==> src/rtl/pcpi_pkg.sv <==
// Shared PCPI definitions: initiator FSM states and the RV32M decode constants
// used when building or recognising MUL/DIV instructions on the PCPI bus.
package pcpi_pkg;

    localparam int       PCPI_XLEN     = 32;
    localparam bit [6:0] OPCODE_OP     = 7'b0110011;
    localparam bit [6:0] FUNCT7_MULDIV = 7'b0000001;

    typedef enum logic [1:0] {
        IDLE  = 2'd0,
        ISSUE = 2'd1,
        RESP  = 2'd2
    } state_t;

endpackage

==> src/rtl/pcpi_issue.sv <==
// PCPI initiator: takes one instruction from the core, presents it on the PCPI
// bus until a coprocessor answers (or nobody does), then hands back the result
// or an illegal-instruction trap. Only one request is ever in flight.
module pcpi_issue
    import pcpi_pkg::*;
#(
    parameter int TIMEOUT_CYCLES = 16,
    parameter int TRAPCNT_W      = 16
) (
    input  logic                 clk,
    input  logic                 resetn,
    input  logic                 req_valid,
    output logic                 req_ready,
    input  logic [PCPI_XLEN-1:0] req_insn,
    input  logic [PCPI_XLEN-1:0] req_rs1,
    input  logic [PCPI_XLEN-1:0] req_rs2,
    output logic                 resp_valid,
    input  logic                 resp_ready,
    output logic                 resp_wr,
    output logic [PCPI_XLEN-1:0] resp_rd,
    output logic                 resp_trap,
    output logic                 pcpi_valid,
    output logic [PCPI_XLEN-1:0] pcpi_insn,
    output logic [PCPI_XLEN-1:0] pcpi_rs1,
    output logic [PCPI_XLEN-1:0] pcpi_rs2,
    input  logic                 pcpi_wr,
    input  logic [PCPI_XLEN-1:0] pcpi_rd,
    input  logic                 pcpi_wait,
    input  logic                 pcpi_ready,
    output logic [TRAPCNT_W-1:0] trap_count
);

    localparam int TW = $clog2(TIMEOUT_CYCLES + 1);
    localparam logic [TW-1:0] TCNT_LAST = TW'(TIMEOUT_CYCLES - 1);

    state_t        state, state_nxt;
    logic [TW-1:0] tcnt;
    logic          accept;
    logic          fire_ready;
    logic          fire_timeout;

    // Responder handshake only matters while issuing; ready wins over timeout.
    assign accept       = (state == IDLE) && req_valid;
    assign fire_ready   = (state == ISSUE) && pcpi_ready;
    assign fire_timeout = (state == ISSUE) && !pcpi_ready && !pcpi_wait && (tcnt == TCNT_LAST);

    // State register; every flop output below is decoded from it, so
    // pcpi_valid is glitch-free and drops for at least the RESP cycle.
    always_ff @(posedge clk) begin
        if (!resetn) state <= IDLE;
        else         state <= state_nxt;
    end

    // Next-state and state-decoded handshake outputs.
    always_comb begin
        state_nxt  = state;
        req_ready  = 1'b0;
        resp_valid = 1'b0;
        pcpi_valid = 1'b0;
        unique case (state)
            IDLE: begin
                req_ready = 1'b1;
                if (req_valid) state_nxt = ISSUE;
            end
            ISSUE: begin
                pcpi_valid = 1'b1;
                if (fire_ready || fire_timeout) state_nxt = RESP;
            end
            RESP: begin
                resp_valid = 1'b1;
                if (resp_ready) state_nxt = IDLE;
            end
            default: state_nxt = IDLE;
        endcase
    end

    // Request capture, timeout counter, response latch and trap statistics.
    always_ff @(posedge clk) begin
        if (!resetn) begin
            pcpi_insn  <= '0;
            pcpi_rs1   <= '0;
            pcpi_rs2   <= '0;
            tcnt       <= '0;
            resp_wr    <= 1'b0;
            resp_rd    <= '0;
            resp_trap  <= 1'b0;
            trap_count <= '0;
        end else begin
            if (accept) begin
                pcpi_insn <= req_insn;
                pcpi_rs1  <= req_rs1;
                pcpi_rs2  <= req_rs2;
                tcnt      <= '0;
            end
            if (fire_ready) begin
                resp_wr   <= pcpi_wr;
                resp_rd   <= pcpi_rd;
                resp_trap <= 1'b0;
            end else if (fire_timeout) begin
                resp_wr   <= 1'b0;
                resp_rd   <= '0;
                resp_trap <= 1'b1;
                if (trap_count != '1) trap_count <= trap_count + 1'b1;
            end else if (state == ISSUE) begin
                // A busy responder restarts the window; it can never trap.
                if (pcpi_wait) tcnt <= '0;
                else           tcnt <= tcnt + 1'b1;
            end
        end
    end

endmodule
==> config.mk <==
export PLATFORM = sky130hd
export DESIGN_NAME = pcpi_issue
export DESIGN_NICKNAME = d
export VERILOG_FILES = /design/src/rtl/pcpi_pkg.sv /design/src/rtl/pcpi_issue.sv
export SDC_FILE = /design/constraint.sdc
export NUM_CORES = 1
export LEC_CHECK = 0
export BUFFER_PORTS_ARGS = -buffer_cell sky130_fd_sc_hd__buf_4
export CAP_MARGIN = 20
export CORE_MARGIN = 1.5
export CORE_UTILIZATION = 45
export CTS_BUF_LIST = sky130_fd_sc_hd__clkbuf_2
export DETAILED_ROUTE_END_ITERATION = 6
export GPL_TIMING_DRIVEN = 0
export PLACE_DENSITY = 0.82
export SKIP_CTS_REPAIR_TIMING = 1
export SYNTH_ARGS = -nofsm -noshare
export SYNTH_HDL_FRONTEND = slang
export SYNTH_SLANG_ARGS = --single-unit
==> constraint.sdc <==
create_clock -name clk -period 2.2 [get_ports clk]
set_input_delay 0.22 -clock clk [delete_from_list [all_inputs] [get_ports clk]]
set_output_delay 0.22 -clock clk [all_outputs]
set_load 0.02 [all_outputs]
# Yosys cells after proc, flatten, opt, wreduce, memory -nomap -nowiden
# Index checks and enable logic that the tools add are counted.
# word_totals
ff_bits	153
input_bits	135
out_inout_bits	149
word_cells	49
# classes
n_addsub	2
eq_ne	7
n_mux	16
bitwise_logic	2
reduce_logical	13
# op_table
cell	count
2-to-1 mux 32 bit	2
2-to-1 mux 5 bit	5
adder 16 x 1 -> 16 bit, second input constant	1
!= test 16 bit, second input constant	1
2-to-1 mux 2 bit	3
case mux 2 bit (3 select lines)	1
AND reduction 3 bit	2
adder 5 x 1 -> 5 bit, second input constant	1
== test 5 x 4 -> 1 bit, second input constant	1
logical AND 1 bit	5
2-to-1 mux 1 bit	5
!= test 2 bit, second input constant	2
== test 2 x 1 -> 1 bit, second input constant	1
== test 2 bit, second input constant	1
zero test 1 bit	2
zero test 2 bit	1
!= test 2 x 1 -> 1 bit, second input constant	1
NOT 1 bit	2
nonzero test 2 bit	1
OR reduction 2 bit	1
logical OR 1 bit	1

# Longest topological paths before layout
# Gate-level depths: netlist (run 1).
# depth
depth_word	7
ltp_mapped	8
mapped_depth_nobuf	7

# Worst setup path before layout (run 1)
# Ideal clock, no wire load.
# synth_path
path_kind	reg-to-reg
start	register tcnt[0]
end	register trap_count[3]
setup_ns	0.070
t_arrival_ns	1.844
required_time_ns	2.130
path_slack_ns	0.285
stages_incl_launch_ff	9
path_buffers	1
synth_period_minus_slack_ns	1.915
cell_sequence	dfxtp_1 ha_1 and3_1 ha_1 and4bb_1 nand3_1 clkbuf_1 or3_2 a21oi_1
# synth_via
elab_chain_len	3
# synth_lines
element	line_no	source
from (decl)	pcpi_issue.sv:37	logic [TW-1:0] tcnt;
from (signal assigned)	pcpi_issue.sv:107	else tcnt <= tcnt + 1'b1;
== test 5 x 4 -> 1 bit	pcpi_issue.sv:45	assign fire_timeout = (state == ISSUE) && !pcpi_ready && !pcpi_wait && (tcnt == TCNT_LAST);
logical AND 1 bit	pcpi_issue.sv:45	
AND reduction 3 bit (no line)	-	
to (signal assigned)	pcpi_issue.sv:103	if (trap_count != '1) trap_count <= trap_count + 1'b1;
to (decl)	pcpi_issue.sv:30	output logic [TRAPCNT_W-1:0] trap_count
# No other way between the ends.
# A chain may end at the register's enable or synchronous reset.

# Final worst setup path (run 1)
# layout_path
start	register tcnt[0]
end	register resp_rd[17]
# layout_via
elab_chain_len	3
# layout_lines
element	line_no	source
== test 5 x 4 -> 1 bit	pcpi_issue.sv:45	
logical AND 1 bit	pcpi_issue.sv:45	
nonzero test 2 bit (no line)	-	
to (signal assigned)	pcpi_issue.sv:97	resp_rd <= pcpi_rd;
to (decl)	pcpi_issue.sv:20	output logic [PCPI_XLEN-1:0] resp_rd,
# No other way between the ends.

==> out/metrics.yaml, run 1 <==
routing:
  route.detailed.vias_per_inst: 5.340
  detail-route-antenna-nets: 0
  drt_iter0_drc: 683
  wl_um: 22210
  drt_drc_violations_left: 0
  detailroute.via_count: 6915
  avgRoutedWirePerCell_um: 17.15
  dr.pass1.iters: 5
synth:
  netlist-cell-type-count: 39
  async_reset_ff_share_pct: 0
  post_synth_most_frequent_cells: "sky130_fd_sc_hd__nand2_1 (206), sky130_fd_sc_hd__dfxtp_1 (153), sky130_fd_sc_hd__a21oi_1 (109)"
  portion_of_synthesized_cell_area_occupied_by_the_leading_cell_type_pct: 54.99
  synth.most_common_cell: "sky130_fd_sc_hd__nand2_1"
  seq_area_frac_synth_pct: 54.99
  mappedNetlistArea_um2: 5570
  synth.net_count: 811
  synthesis.instances: 673
  netlist_top_cells_area: "sky130_fd_sc_hd__dfxtp_1 (55%), sky130_fd_sc_hd__nand2_1 (14%), sky130_fd_sc_hd__a21oi_1 (9.8%), sky130_fd_sc_hd__a22oi_1 (4.7%), sky130_fd_sc_hd__nor2_1 (2.8%)"
  dominantRegCellSynth: "sky130_fd_sc_hd__dfxtp_1"
  number_of_enable_flip_flop_cells_after_synthesis: 0
  synth.ff_latch_count: 153
  synth_largest_area_cell: "sky130_fd_sc_hd__dfxtp_1"
  synthesis.yosys.warnings: 0
  avgSynthCellArea_um2: 8.277
place:
  post-place-cells: 1123
  routabilityCongestion: 0.8369
  count_of_input_and_output_buffers: 282
  dp_hpwl_um: 12800
pwr:
  finalPower_uw: 5912
  power_density_nw_per_um2: 618.9
  total_leakage_power_uw: 0.004187
  ir_worst_vdd_mv: 0.3683
cts:
  clkSlewWorstSetupHoldPaths_ns: 0.23
  clock-sinks: 153
  insertion_delay_ns: 0.72
  cts.htree.levels: 4
  tritoncts: "built"
  cts_inserted_buffers: 17
  max-clock-path-buffers: 2
  clockRootBuffer: "sky130_fd_sc_hd__clkbuf_2"
floorplanning:
  floorplan.die.height_um: 114.3
  start_util_pct: 46.18
  fp-row-count: 40
  floorplan.die.width_um: 114.3
  design.core.area_um2: 12060
  floorplan.io_pins: 284
  die-area_um2: 13060
outcome:
  status: "finished clean"
timing:
  tightestPinTransition_ns: 0.5906
  timing.slew.headroom_pct: 60.63
  worst_clock_skew_ns: 0.02442
  totalNegativeSetupSlack_ns: 0
  timing_hold_violations_final: 0
  report.final.setup_viol: 0
  timing.final.crit_share_pct: 96.02
  slew_viol_final: 0
  final_period_minus_worst_setup_slack_ns: 2.112
  timing.fmax_ghz: 0.4734
critical_path:
  worstPathMaxFanout: 10
  sort_of_element_at_the_end_of_the_critical_path: "flip-flop"
  required_ns: 2.87
  timing_worst_setup_path_type: "reg -> reg"
  timing.critical_path.from_type: "flip-flop"
  critPathArrivalTime_ns: 2.79
cells_and_area:
  final_instance_count_excl_fillers: 1295
  layout-area-overhead-vs-synth_pct: 71.47
  layout-drive-gt1-share_pct: 29.98
  area_taken_by_flip_flops_and_latches_um2: 3065
  finish.net_count: 1249
  multi_input_comb_area_um2: 2321
  fill_cells: 694
global_route:
  grt_max_degree: 17
  via_count_of_the_first_global_routing_pass: 5313
  grt_remaining_overflow: 0
  wire_length_of_the_first_global_routing_pass_um: 26100
  antenna_violations_before_repair: 1
  aggregate_global_route_resource_usage_pct: 25.76
hold_path:
  hold_class: "in -> reg"
run:
  maxCapViolCount: 0
## layer usage
metal  routed length, µm  track usage, %
met2               11010           44.94
met5                   0               0
met3                2013           8.364
met1                8052           28.82
met4                1136           11.25
## critical path, cell delays in order (launching register included)
cell and delay (ns):
sky130_fd_sc_hd__dfxtp_2 0.37, sky130_fd_sc_hd__ha_2 0.18, sky130_fd_sc_hd__and3_1 0.19, sky130_fd_sc_hd__ha_2 0.18, sky130_fd_sc_hd__nand2b_1 0.11, sky130_fd_sc_hd__a21o_1 0.24
sky130_fd_sc_hd__clkbuf_1 0.41, sky130_fd_sc_hd__a22oi_1 0.21, sky130_fd_sc_hd__nor2_1 0.17
## where the power goes
part | internal (µW) | switching [µW] | leakage [µW]
logic | 603 | 666 | 0.00279
clock network | 623 | 1010 | 0.000144
registers | 2920 | 87.6 | 0.00125
total | 4150 | 1770 | 0.00419
## worst paths after layout
check | from | to | slack (ns) | cells after the start
worst min register to register | pcpi_insn[20] | pcpi_insn[20] | 0.47 | 2
worst min-delay path | req_valid | pcpi_insn[18] | 0.16 | 4
worst max-delay path | tcnt[0] | resp_rd[17] | 0.09 | 8
worst max register to register | tcnt[0] | resp_rd[17] | 0.09 | 8
## final cells by class
class | instances | area share, %
antenna | 3 | 0.07860
buffer | 46 | 2.017
clock buffer | 18 | 0.9431
clock inverter | 14 | 1.637
inverter | 6 | 0.2358
multi-input combinational | 467 | 24.30
sequential | 153 | 32.09
tap | 168 | 2.201
timing repair buffer | 420 | 36.49
## cells by family after synthesis
| logic type | synth area share, % |
|---|---|
| multiplexers | 0.8985 |
| buffers and inverters | 3.796 |
| flip-flops | 54.99 |
| adder cells (fa/ha/maj) | 0.6739 |
| AND/OR/NAND/NOR | 22.82 |
| AO/OA/AOI/OAI | 16.82 |
## registers in the layout, indices dropped and copies added, names as in the netlist
| register | count |
|---|---|
| trap_count | 16 |
| pcpi_rs1 | 32 |
| resp_trap | 1 |
| resp_wr | 1 |
| resp_rd | 32 |
| pcpi_rs2 | 32 |
| tcnt | 5 |
| state | 2 |
| pcpi_insn | 32 |
## layout by cell type, fill, tap and decap left out, types with 7 or more instances in the layout
cell type                       instances
sky130_fd_sc_hd__a22oi_1               35
sky130_fd_sc_hd__o31ai_1                7
sky130_fd_sc_hd__a21oi_1              109
sky130_fd_sc_hd__buf_2                  8
sky130_fd_sc_hd__nor2_1                41
sky130_fd_sc_hd__dfxtp_1              151
sky130_fd_sc_hd__clkbuf_1              34
sky130_fd_sc_hd__nand2_1              205
sky130_fd_sc_hd__dlygate4sd3_1        134
sky130_fd_sc_hd__buf_4                286
sky130_fd_sc_hd__or4_1                  7
sky130_fd_sc_hd__clkbuf_2              18
sky130_fd_sc_hd__nand3_1                9
## metrics by stage
stage | utilization [%] | hold WS (ns) | cell area, µm² | setup WS [ns]
4_1_cts | 67.52 | -0.3567 | 8144 | -0.1253
3_3_place_gp | 65.48 | 0.4426 | 7898 | -0.008148
3_5_place_dp | 65.48 | 0.4467 | 7898 | -0.09933
6_report | 79.19 | 0.1555 | 9552 | 0.08762
5_1_grt | 79.15 | 0.1250 | 9547 | -0.03015
2_1_floorplan | - | 0.3560 | 5570 | 0.2851
Power figures use the tool's default switching activity.
==> run 2, diff against run 1 <==
--- a/config.mk
+++ b/config.mk
@@ -5,6 +5,7 @@
 export SDC_FILE = /design/constraint.sdc
 export NUM_CORES = 1
 export LEC_CHECK = 0
+export ABC_AREA = 1
 export BUFFER_PORTS_ARGS = -buffer_cell sky130_fd_sc_hd__buf_4
 export CAP_MARGIN = 20
 export CORE_MARGIN = 1.5
@@ -12,7 +13,7 @@
 export CTS_BUF_LIST = sky130_fd_sc_hd__clkbuf_2
 export DETAILED_ROUTE_END_ITERATION = 6
 export GPL_TIMING_DRIVEN = 0
-export PLACE_DENSITY = 0.82
+export PLACE_DENSITY = 0.81
 export SKIP_CTS_REPAIR_TIMING = 1
 export SYNTH_ARGS = -nofsm -noshare
 export SYNTH_HDL_FRONTEND = slang
==> constraint.sdc (replaced) <==
create_clock -name clk -period 2.34 [get_ports clk]
set_input_delay 0.234 -clock clk [delete_from_list [all_inputs] [get_ports clk]]
set_output_delay 0.234 -clock clk [all_outputs]
set_load 0.02 [all_outputs]
==> out/metrics.yaml, run 2 <==
cells_and_area:
  mostFrequentLayoutCell: "sky130_fd_sc_hd__buf_4"
  layout-area-overhead-vs-synth_pct: 67.97
  layout-drive-gt1-share_pct: 30.04  # +0.059 points
  fill_cells: 795  # +15%
  layout.cells.most_common_list: "sky130_fd_sc_hd__buf_4 (289), sky130_fd_sc_hd__nor2_1 (218), sky130_fd_sc_hd__dfxtp_1 (153), sky130_fd_sc_hd__dlygate4sd3_1 (138), sky130_fd_sc_hd__nand2_1 (124)"
  finish.net_count: 1342  # +7.4%
  n_antenna_cell: 0  # -3
  final_instance_count_excl_fillers: 1387  # +7.1%
floorplanning:
  fp-row-count: 41  # +2.5%
  die-area_um2: 13680  # +4.8%
  start_util_pct: 46.30  # +0.12 points
  design.core.area_um2: 12620  # +4.6%
  floorplan.io_pins: 284  # unchanged
  floorplan.die.width_um: 117.0  # +2.4%
  floorplan.die.height_um: 117.0  # +2.4%
timing:
  rsz_0062_raised_after_global_routing: "false"
  report.final.setup_viol: 0  # unchanged
  timing.final.crit_share_pct: 84.79  # -11 points
  slew_viol_final: 0  # unchanged
  timing.slew.headroom_pct: 54.15  # -6.5 points
  final_period_minus_worst_setup_slack_ns: 1.984  # -0.1283 ns
  tightestPinTransition_ns: 0.6877  # +0.09714 ns
  timing_hold_violations_final: 0  # unchanged
  fin_hold_ws_ns: 0.002927  # -0.1525 ns
  totalNegativeSetupSlack_ns: 0  # unchanged
  worst_clock_skew_ns: 0.03378  # +0.009356 ns
  timing.fmax_ghz: 0.5040  # +6.5%
critical_path:
  worstPathMaxFanout: 10  # unchanged
  timing_worst_setup_path_type: "reg -> reg"
  sort_of_element_at_the_end_of_the_critical_path: "flip-flop"
  timing.critical_path.from_type: "flip-flop"
  cell_by_cell_listing_of_the_critical_path: "inv_1 > nand2_2 > nor2_4 > clkbuf_1 > o21ai_0 > nor2_1 > dlygate4sd3_1"
  cp_slowest_cell: "sky130_fd_sc_hd__dlygate4sd3_1"
  required_ns: 3.03  # +0.16 ns
  timing.critical_path.slowest_cell_delay_ns: 0.54  # +0.13 ns
  critPathArrivalTime_ns: 2.68  # -0.11 ns
place:
  dp_hpwl_um: 13190  # +3.0%
  count_of_input_and_output_buffers: 283  # +0.35%
  post-place-cells: 1219  # +8.5%
  routabilityCongestion: 0.8578  # +2.5%
routing:
  wl_um: 23180  # +4.3%
  route.detailed.vias_per_inst: 5.174  # -3.1%
  detail-route-antenna-nets: 0  # unchanged
  dr.pass1.iters: 7  # +2
  detailroute.via_count: 7176  # +3.8%
  drt_iter0_drc: 523  # -23%
  drt_drc_violations_left: 0  # unchanged
  avgRoutedWirePerCell_um: 16.71  # -2.6%
synth:
  netlist-cell-type-count: 29  # -26%
  synthesis.yosys.warnings: 0  # unchanged
  number_of_enable_flip_flop_cells_after_synthesis: 0  # unchanged
  seq_area_frac_synth_pct: 52.42  # -2.6 points
  synth.ff_latch_count: 153  # unchanged
  avgSynthCellArea_um2: 7.648  # -7.6%
  async_reset_ff_share_pct: 0  # unchanged
  netlist_top_cells_area: "sky130_fd_sc_hd__dfxtp_1 (52%), sky130_fd_sc_hd__nor2_1 (14%), sky130_fd_sc_hd__o21ai_0 (8.4%), sky130_fd_sc_hd__nand2_1 (8.0%), sky130_fd_sc_hd__a21oi_1 (3.8%)"
  post_synth_most_frequent_cells: "sky130_fd_sc_hd__nor2_1 (218), sky130_fd_sc_hd__dfxtp_1 (153), sky130_fd_sc_hd__nand2_1 (124)"
  synth_largest_area_cell: "sky130_fd_sc_hd__dfxtp_1"
  dominantRegCellSynth: "sky130_fd_sc_hd__dfxtp_1"
  portion_of_synthesized_cell_area_occupied_by_the_leading_cell_type_pct: 52.42  # -2.6 points
  mappedNetlistArea_um2: 5843  # +4.9%
  synth.net_count: 902  # +11%
  synthesis.instances: 764  # +14%
  synth.most_common_cell: "sky130_fd_sc_hd__nor2_1"
run:
  maxCapViolCount: 0  # unchanged
pwr:
  ir_worst_vdd_mv: 0.4944  # +34%
  total_leakage_power_uw: 0.004470  # +6.8%
  finalPower_uw: 5877  # -0.59%
  power_density_nw_per_um2: 598.8  # -3.3%
outcome:
  status: "finished clean"
global_route:
  antenna_violations_before_repair: 0  # -1
  via_count_of_the_first_global_routing_pass: 5521  # +3.9%
  wire_length_of_the_first_global_routing_pass_um: 26430  # +1.3%
  grt_remaining_overflow: 0  # unchanged
  aggregate_global_route_resource_usage_pct: 25.19  # -0.57 points
  grt_max_degree: 17  # unchanged
cts:
  cts.htree.levels: 4  # unchanged
  cts_inserted_buffers: 17  # unchanged
  clkSlewWorstSetupHoldPaths_ns: 0.24  # about the same
  max-clock-path-buffers: 2  # unchanged
  clock-sinks: 153  # unchanged
  insertion_delay_ns: 0.74  # +0.02 ns
  tritoncts: "built"
  clockRootBuffer: "sky130_fd_sc_hd__clkbuf_2"
hold_path:
  hold_class: "in -> reg"
==> run 2: cell types whose count changed in the layout (fill, tap and decap cells not counted), sizes merged, moves of 11 or more <==
cell    delta
a21oi     -56
a22oi     -35
clkbuf    -11
nor2     +182
nand2     -71
inv       +17
o21ai     +98
==> run 2: path summary, 6_finish.rpt <==
check	slack, ns	from	cells past startpoint	endpoint
worst min-delay path	0.003	resetn	4	pcpi_insn[26]
worst min register to register	0.48	resp_rd[23]	2	resp_rd[23]
worst max register to register	0.36	state[1]	7	pcpi_insn[27]
worst max-delay path	0.36	state[1]	7	pcpi_insn[27]
==> run 2: area by class of cell <==
class	count	area, µm²	area share [%]
Clock inverter	11	155.1	1.581
Sequential cell	153	3063	31.21
Timing Repair Buffer	421	3506	35.72
Multi-Input combinational cell	545	2474	25.20
Buffer	44	224.0	2.282
Inverter	22	82.58	0.8414
Clock buffer	19	95.09	0.9689
Tap cell	172	215.2	2.193
==> run 2: power by group <==
group          internal, µW  total (µW)  switching (µW)
combinational           637        1370             732
clock                   685        1610             927
sequential             2790        2900             108
total                  4110        5880            1770
==> run 2: cell families after synthesis <==
group / share of synthesized area (%)
DFF: 52.42
and+or+nand+nor: 26.64
AOI/OAI and AO/OA: 14.00
adders and majority gates: 0.6425
xor gates and xnor gates: 1.049
buffers and inverters: 5.246
==> run 2: critical path: cells and delay by family (launching register included) <==
family / cells / cell delay (ns)
buffers and inverters: 3 / 1.00
DFF: 1 / 0.41
AOI/OAI and AO/OA: 1 / 0.14
and+or+nand+nor: 3 / 0.42
==> run 2: metal layers <==
layer  vias to the layer above  wire [µm]  GRT usage, %
met1                      3318       8116         26.85
met4                         0       1256         10.60
met5                         -          0             0
met2                       400      11630         43.63
li1                       3331          -             -
met3                       127       2175         11.07
==> run 2: stage by stage <==
stage          setup WS (ns)  util (%)  cell area [µm²]
3_3_place_gp          0.5243     64.84             8183
4_1_cts               0.3937     66.83             8433
6_report              0.3559     77.77             9814
3_5_place_dp          0.5049     64.84             8183
5_1_grt               0.1770     77.77             9814
2_1_floorplan         0.6834         -             5843
